**src/rtl/mem_pkg.sv**
```systemverilog
// mem_pkg: funct3 codes, FSM states and access-size helper shared by the memory-stage unit
package mem_pkg;
  localparam logic [2:0] F3_LB  = 3'b000;
  localparam logic [2:0] F3_LH  = 3'b001;
  localparam logic [2:0] F3_LW  = 3'b010;
  localparam logic [2:0] F3_LBU = 3'b100;
  localparam logic [2:0] F3_LHU = 3'b101;
  localparam logic [2:0] F3_SB  = 3'b000;
  localparam logic [2:0] F3_SH  = 3'b001;
  localparam logic [2:0] F3_SW  = 3'b010;
  typedef enum logic [1:0] {ST_IDLE, ST_REQ, ST_RESP} state_t;
  // Access size: 0 byte, 1 half, 2 word. Unsigned codes only size loads; stores treat them as word.
  function automatic logic [1:0] acc_size(input logic [2:0] f3, input logic wr);
    return (f3 == F3_LB || (!wr && f3 == F3_LBU)) ? 2'd0 :
           (f3 == F3_LH || (!wr && f3 == F3_LHU)) ? 2'd1 : 2'd2;
  endfunction
endpackage

```
**src/rtl/load_formatter.sv**
```systemverilog
// load_formatter: selects and sign/zero-extends the loaded byte/half/word from a bus read word
module load_formatter
  import mem_pkg::*;
(
  input  logic [31:0] rdata,
  input  logic [1:0]  off,
  input  logic [2:0]  funct3,
  output logic [31:0] value
);
  logic [7:0]  b;
  logic [15:0] h;
  // Lane select then extension; reserved codes fall through to full word
  always_comb begin
    b = rdata[{off, 3'b000} +: 8];
    h = off[1] ? rdata[31:16] : rdata[15:0];
    value = funct3 == F3_LB  ? {{24{b[7]}}, b} :
            funct3 == F3_LH  ? {{16{h[15]}}, h} :
            funct3 == F3_LBU ? {24'b0, b} :
            funct3 == F3_LHU ? {16'b0, h} : rdata;
  end
endmodule

```
**src/rtl/mem_access_unit.sv**
```systemverilog
// mem_access_unit: M-stage load/store bus sequencer with stall; MEM_MISALIGN_TRAP_EN turns misaligned accesses into a MisalignM_out pulse instead of an aligned access
module mem_access_unit
  import mem_pkg::*;
(
  input  logic        clk,
  input  logic        rst,
  input  logic [31:0] ALUResultM_in,
  input  logic [31:0] WriteDataM_in,
  input  logic [2:0]  funct3M_in,
  input  logic        MemReadM_in,
  input  logic        MemWriteM_in,
  input  logic        ValidM_in,
  output logic        mem_req_out,
  output logic        mem_we_out,
  output logic [31:0] mem_addr_out,
  output logic [31:0] mem_wdata_out,
  output logic [3:0]  mem_wstrb_out,
  input  logic [31:0] mem_rdata_in,
  input  logic        mem_ready_in,
  output logic        StallM_out,
  output logic [31:0] ReadDataW_out,
  output logic        MisalignM_out
);
`ifdef MEM_MISALIGN_TRAP_EN
  localparam bit TRAP_EN = 1'b1;
`else
  localparam bit TRAP_EN = 1'b0;
`endif
  state_t      state;
  logic        access, wr, mis;
  logic [1:0]  size, off, off_q;
  logic [2:0]  f3_q;
  logic [3:0]  strb;
  logic [31:0] wdata, fmt;
  // Decode the incoming access; the lane offset is forced to natural alignment for its size
  always_comb begin
    access = ValidM_in & (MemReadM_in | MemWriteM_in);
    wr     = MemWriteM_in;
    size   = acc_size(funct3M_in, wr);
    off    = ALUResultM_in[1:0] & (size == 2'd0 ? 2'b11 : size == 2'd1 ? 2'b10 : 2'b00);
    mis    = (size == 2'd1 && ALUResultM_in[0]) || (size == 2'd2 && ALUResultM_in[1:0] != 2'b00);
    strb   = size == 2'd0 ? 4'b0001 << off : size == 2'd1 ? 4'b0011 << off : 4'b1111;
    wdata  = size == 2'd0 ? {4{WriteDataM_in[7:0]}} :
             size == 2'd1 ? {2{WriteDataM_in[15:0]}} : WriteDataM_in;
  end
  load_formatter u_fmt (
    .rdata  (mem_rdata_in),
    .off    (off_q),
    .funct3 (f3_q),
    .value  (fmt)
  );
  // Stall while detecting an access and throughout the bus request; RESP lets the instruction advance
  always_comb StallM_out = !rst && ((state == ST_IDLE && access) || state == ST_REQ);
  // Transaction FSM with registered bus outputs, load result and misalign pulse
  always_ff @(posedge clk) begin
    if (rst) begin
      state         <= ST_IDLE;
      mem_req_out   <= 1'b0;
      mem_we_out    <= 1'b0;
      mem_addr_out  <= '0;
      mem_wdata_out <= '0;
      mem_wstrb_out <= '0;
      ReadDataW_out <= '0;
      MisalignM_out <= 1'b0;
      off_q         <= '0;
      f3_q          <= '0;
    end else begin
      case (state)
        ST_IDLE: begin
          MisalignM_out <= 1'b0;
          if (access && TRAP_EN && mis) begin
            state         <= ST_RESP;
            MisalignM_out <= 1'b1;
          end else if (access) begin
            state         <= ST_REQ;
            mem_req_out   <= 1'b1;
            mem_we_out    <= wr;
            mem_addr_out  <= {ALUResultM_in[31:2], 2'b00};
            mem_wdata_out <= wdata;
            mem_wstrb_out <= wr ? strb : 4'b0000;
            off_q         <= off;
            f3_q          <= funct3M_in;
          end
        end
        ST_REQ: if (mem_ready_in) begin
          state       <= ST_RESP;
          mem_req_out <= 1'b0;
          if (!mem_we_out) ReadDataW_out <= fmt;
        end
        ST_RESP: begin
          state         <= ST_IDLE;
          MisalignM_out <= 1'b0;
        end
        default: state <= ST_IDLE;
      endcase
    end
  end
endmodule

```
**config.mk**
```make
export PLATFORM = sky130hd
export DESIGN_NAME = mem_access_unit
export DESIGN_NICKNAME = d
export VERILOG_FILES = /design/src/rtl/mem_pkg.sv /design/src/rtl/load_formatter.sv /design/src/rtl/mem_access_unit.sv
export SDC_FILE = /design/constraint.sdc
export NUM_CORES = 1
export LEC_CHECK = 0
export BUFFER_PORTS_ARGS = -buffer_cell sky130_fd_sc_hd__buf_2
export CORE_MARGIN = 2
export CORE_UTILIZATION = 43
export DETAILED_ROUTE_END_ITERATION = 8
export PLACE_DENSITY = 0.75
export SYNTH_ARGS = -nofsm -noshare
export SYNTH_HDL_FRONTEND = slang
export SYNTH_HIERARCHICAL = 1
export SYNTH_SLANG_ARGS = --single-unit
```
**constraint.sdc**
```tcl
create_clock -name clk -period 1.65 [get_ports clk]
set_input_delay 0.495 -clock clk [delete_from_list [all_inputs] [get_ports clk]]
set_output_delay 0.495 -clock clk [all_outputs]
set_load 0.005 [all_outputs]
```
-- After elaboration in Yosys (flattened, before gate mapping)
Index checks and enable logic that the tools add are counted.
W data, S select, Z words.
- $mul: 0
- div/mod/pow operators: 0
- bitwise gates (word level): 4
- $lt $le $gt $ge: 0
- $add $sub $neg: 0
- reduce and logical (&&, ||, !) cells: 18
- mux-type cells: 20
- shift operators: 3
- eq/ne operators: 10
- operators by type and width (operator ; number):
    $mux W32 ; 6
    $shiftx A32 B6 Y8 ; 1
    $mux W16 ; 1
    $eq A3 B3 Y1 const B ; 4
    $mux W2 ; 6
    $mux W4 ; 3
    $eq A3 B1 Y1 const B ; 2
    $logic_not A3 Y1 ; 2
    $reduce_and A3 Y1 ; 2
    $eq A2 B1 Y1 const B ; 2
    $logic_and A1 B1 Y1 ; 4
    $logic_not A2 Y1 ; 2
    $ne A2 B2 Y1 const B ; 2
    $pmux W2 S2 ; 1
    $reduce_and A2 Y1 ; 2
    $shl A1 B2 Y4 const A ; 1
    $shl A2 B2 Y4 const A ; 1
    $logic_or A1 B1 Y1 ; 3
    $and A2 B2 Y2 ; 1
    $logic_not A1 Y1 ; 2
    $mux W1 ; 2
    $pmux W1 S2 ; 1
    $reduce_bool A2 Y1 ; 1
    $and A1 B1 Y1 ; 1
    2 further kinds ; 2
- memory bits (read-only): 0
- register bits after elaboration: 107
- bits in latches: 0
- RAM bits: 0
- memories kept: 0
- word-level logic and storage cells: 64

-- Depth between registers and ports, before layout
- word-level depth: 13
- depth in mapped cells: 9
- depth with buffers taken out: 6

-- Hierarchy
Netlist, hierarchy kept.
- modules (own cells, without submodules) (module ; cells each ; seq. area each (um2) ; instances ; area each (um2)):
    mem_access_unit ; 509 ; 2142.1 ; 1 ; 4086.4
    load_formatter ; 107 ; 0.0 ; 1 ; 665.6

-- Least setup slack after synthesis
No wires, ideal clock.
- path kind: register to register
- from: register off_q[1]
- to: register ReadDataW_out[10]
- required time: 1.518 ns
- path buffers: 1
- setup slack: 0.084 ns
- stages on the path, launching flop included: 8
- arrival: 1.434 ns
- library setup time: 0.132 ns
- path through: dfxtp_1 buf_6 mux2_4 mux2i_2 nor4_4 a221o_1 nand2_1 a21oi_1
- word-level cells in the longest chain between the ends: 5
- RTL lines (item ; RTL line ; RTL):
    from (decl) ; mem_access_unit.sv:31 ; logic [1:0] size, off, off_q;
    from (signal assigned) ; mem_access_unit.sv:65 ; off_q <= '0;
    from (signal assigned) ; mem_access_unit.sv:81 ; off_q <= off;
    parallel branches: the longest is 4 deep, another holds $shiftx A32 B6 Y8 ; n/a ;
    $mux W32 (*) ; load_formatter.sv:16 ; value = funct3 == F3_LB ? {{24{b[7]}}, b} :
    net fmt[10] ; mem_access_unit.sv:34 ; logic [31:0] wdata, fmt;
    to (signal assigned) ; mem_access_unit.sv:88 ; if (!mem_we_out) ReadDataW_out <= fmt;
    to (decl) ; mem_access_unit.sv:21 ; output logic [31:0] ReadDataW_out,
Mark *: on every way through the listed nets, which the timed path passes.
A chain may end at the register's enable or synchronous reset.

-- Worst setup path in the final report
- from: input MemWriteM_in
- to: output StallM_out
- word-level cells in the longest chain between the ends: 5
- RTL lines (item ; RTL line ; RTL):
    from (decl) ; mem_access_unit.sv:11 ; input logic MemWriteM_in,
    $or A1 B1 Y1 ; mem_access_unit.sv:37 ; access = ValidM_in & (MemReadM_in | MemWriteM_in);
    $and A1 B1 Y1 ; mem_access_unit.sv:37 ;
    $logic_and A1 B1 Y1 ; mem_access_unit.sv:53 ; always_comb StallM_out = !rst && ((state == ST_IDLE && access) || state == ST_REQ);
    $logic_or A1 B1 Y1 ; mem_access_unit.sv:53 ;
    $logic_and A1 B1 Y1 ; mem_access_unit.sv:53 ;
    to (decl) ; mem_access_unit.sv:20 ; output logic StallM_out,
No other way between the ends.

==> flow_summary.json <==
{
  "max_freq_mhz": 606,
  "netlist_top_cells_count": "nand2_1, dfxtp_1, a21oi_1",
  "cts_buffer_depth": 2,
  "dp_hpwl_um": 10400,
  "path_delay_family": "simple AND/OR/NAND/NOR gates",
  "n_antenna_cell": 0,
  "async_reset_ff_share_pct": 0,
  "cap_violations": 0,
  "cts_root_buf": "clkbuf_8",
  "clk_pin_slew_ns": 0.11,
  "ant_nets": 0,
  "rr_startpoint": "off_q[1]$_SDFFE_PP0P_",
  "clkSinkCount": 107,
  "slew_headroom_pct": 59.9,
  "fin_cells": 952,
  "hold_end": "state[0]$_SDFFE_PP0P_",
  "place_inst": 935,
  "ir_drop_mv": 0.488,
  "hp-class": "input pin to register",
  "comb_power_share_pct": 18.2,
  "wl_um": 14200,
  "r2r_slack_ns": 0.08,
  "yosysSeqAreaShare_pct": 45.1,
  "setup_ws_ns": -0.000257,
  "wl_per_cell_um": 15.0,
  "ys_types": 38,
  "dieArea_um2": 11900,
  "clkPwrFrac_pct": 33.5,
  "period_minus_slack_ns": 1.65,
  "htree_num_levels": 3,
  "rows": 38,
  "gp_congestion": 0.883,
  "startpoint_type": "input pin",
  "p_int_w": 0.00424,
  "drv_slew": 0,
  "min_from": "mem_ready_in",
  "gr-usage-all-layers_pct": 23.5,
  "seqPwrFrac_pct": 48.2,
  "status": "finished, violations left",
  "violations": "setup timing",
  "synth_top_area_share_pct": 45.1,
  "syn-cell-area_um2": 4750,
  "fin_nets": 912,
  "synthCells": 616,
  "yosysMostFrequentCell": "nand2_1",
  "yosys-top-cells-area": "dfxtp_1, nand2_1, a21oi_1",
  "hold_violations": 0,
  "cp.arrival_ns": 1.16,
  "synth_top_cell_by_area": "dfxtp_1",
  "endpoint_kind": "primary output",
  "whs_path_depth": 2,
  "coreArea_um2": 10800,
  "dr.first_iter.drc_count": 323,
  "cts_hold_buf": 0,
  "fill_cells": 1039,
  "start_util_pct": 44.0,
  "worstPathMaxFanout": 4,
  "swShare_pct": 27.4,
  "crit_path_top_delay_cell": "or2_4",
  "path_buf_inv": 2,
  "io_buffers": 205,
  "synth_flop_cell": "dfxtp_1",
  "grt_overflow": 0,
  "syn_avg_cell_area_um2": 7.71,
  "synth_edf_count": 0,
  "power_switching_w": 0.00160,
  "setup_violations": 1,
  "place_ws_ns": -0.129,
  "ys_seq_elements": 107,
  "grt_max_degree": 107,
  "clock_skew_ns": 0.0109,
  "worstSetupPathType": "input pin to primary output",
  "post_drt_via_cell_ratio": 5.25,
  "numCtsBuffers": 9,
  "drive_above_1_share_pct": 32.6,
  "drc": 0,
  "fin_setup_tns_ns": -0.000257,
  "cp.required_ns": 1.15,
  "regArea_um2": 2140,
  "p_leak_nw": 2.91,
  "rsz0062_at_grt": "true",
  "grt_pass1_wl_um": 22100,
  "vias": 4994,
  "synthToLayoutAreaGrowth_pct": 30.5,
  "tritoncts": "built",
  "io_pins": 209,
  "path_cells": "buf_4 -> or2_4 -> a21oi_2 -> nor3_1 -> buf_2",
  "r2r_cells": 6,
  "fp.dieH_um": 109,
  "regToRegEndpoint": "ReadDataW_out[10]$_SDFFE_PP0P_",
  "worstSkewPairLatency_ns": 0.36,
  "cpPeakStageDelay_ns": 0.23,
  "worst_pin_slew_ns": 0.601,
  "antenna_found_initial": 0,
  "fin_crit_sh_pct": 100,
  "synth_warnings": 6,
  "pwr_density_cell_nw_per_um2": 943,
  "drtPass1Iterations": 5,
  "dieWidth_um": 109,
  "grt_pass1_vias": 4610,
  "multi_input_area_um2": 2310
}
[stage by stage]
step	total power [W]	util [%]	hold slack (ns)	area, um^2
2_1_floorplan	0.00348	-	0.444	4760
3_3_place_gp	0.00391	54.9	0.439	5930
3_5_place_dp	0.00393	54.9	0.444	5930
4_1_cts	0.00589	57.4	0.302	6200
5_1_grt	0.00612	57.4	0.293	6200
6_report	0.00584	57.4	0.317	6200
[layout make-up]
type                    instances  area share, %
multi-input cells             455           37.2
flip-flops and latches        107           34.6
repair buffers                232           21.3
well taps                     140           2.83
clock buffers                   9           2.00
clock inverters                 7           1.96
inverters                       2          0.121
[cells in the final DEF, fill, tap and decap left out, drive strengths merged]
cell type	count
a21oi	103
nor2b	8
a21boi	1
nand2	216
nand4bb	1
conb	3
nand3	4
clkbuf	9
mux2	2
nor4	1
o21bai	1
a221o	7
clkinv	1
a2bb2oi	8
bufinv	3
nor2	36
dfxtp	107
or2	3
o22a	7
o21ai	2
a21o	8
or3	1
nand2b	3
and3	10
nand4	1
inv	5
buf	232
nand3b	1
nor3	1
mux2i	2
a311oi	24
o32ai	1
[layer usage]
metal	vias up	share of wire [%]	track usage (%)
met5	-	0	0
met3	24	9.4	6.22
li1	2453	-	-
met4	0	2.2	7.78
met2	245	47	39.0
met1	2272	41	29.5
[how the worst max path moves through the flow]
stage                           from                        endpoint  slack, ns  depth (start not counted)
3_3_place_gp        mem_rdata_in[15]  ReadDataW_out[11]$_SDFFE_PP0P_      -0.07                          7
6_report                MemWriteM_in                      StallM_out    -0.0003                          5
2_1_floorplan  off_q[1]$_SDFFE_PP0P_  ReadDataW_out[10]$_SDFFE_PP0P_       0.08                          7
5_1_grt                 MemWriteM_in                      StallM_out      -0.04                          5
4_1_cts                 MemWriteM_in                      StallM_out     -0.002                          5
3_5_place_dp        mem_rdata_in[23]   ReadDataW_out[8]$_SDFFE_PP0P_      -0.13                          7
[kinds of logic after synthesis]
family	count (synthesis)	synth area share [%]
AOI/OAI and AO/OA	162	21.9
buffers and inverters	56	7.06
DFF	107	45.1
muxes	4	1.05
other	1	0.0789
and+or+nand+nor	286	24.9
[power by group through the flow]
stage	combinational (W)	clock [W]	sequential, W
after floorplan	0.000592	0	0.00288
after global placement	0.00104	0	0.00287
after detailed placement	0.00106	0	0.00288
after CTS	0.00107	0.00200	0.00282
after global routing	0.00118	0.00210	0.00284
final	0.00106	0.00196	0.00282
[worst reg2reg max path, delay by kind of cell (launching register included)]
kind | cells | cell delay, ns
AOI/OAI and AO/OA | 2 | 0.33
DFF | 1 | 0.39
muxes | 2 | 0.58
and+or+nand+nor | 2 | 0.15
[repair_timing]
action / 4_1_cts / 5_1_grt
pin swaps: 2 / 0
resized for setup: 4 / 2
endpoints found under the setup margin: 8 / 22
setup buffers: 1 / 0
[flip-flops by register name (all words and copies together) (netlist names)]
register and cells:
ReadDataW_out 32, mem_wdata_out 32, mem_addr_out 30, mem_wstrb_out 4
f3_q 3, off_q 2, state 2, mem_req_out 1
mem_we_out 1
Note: power is estimated with default switching activity, not from simulation.
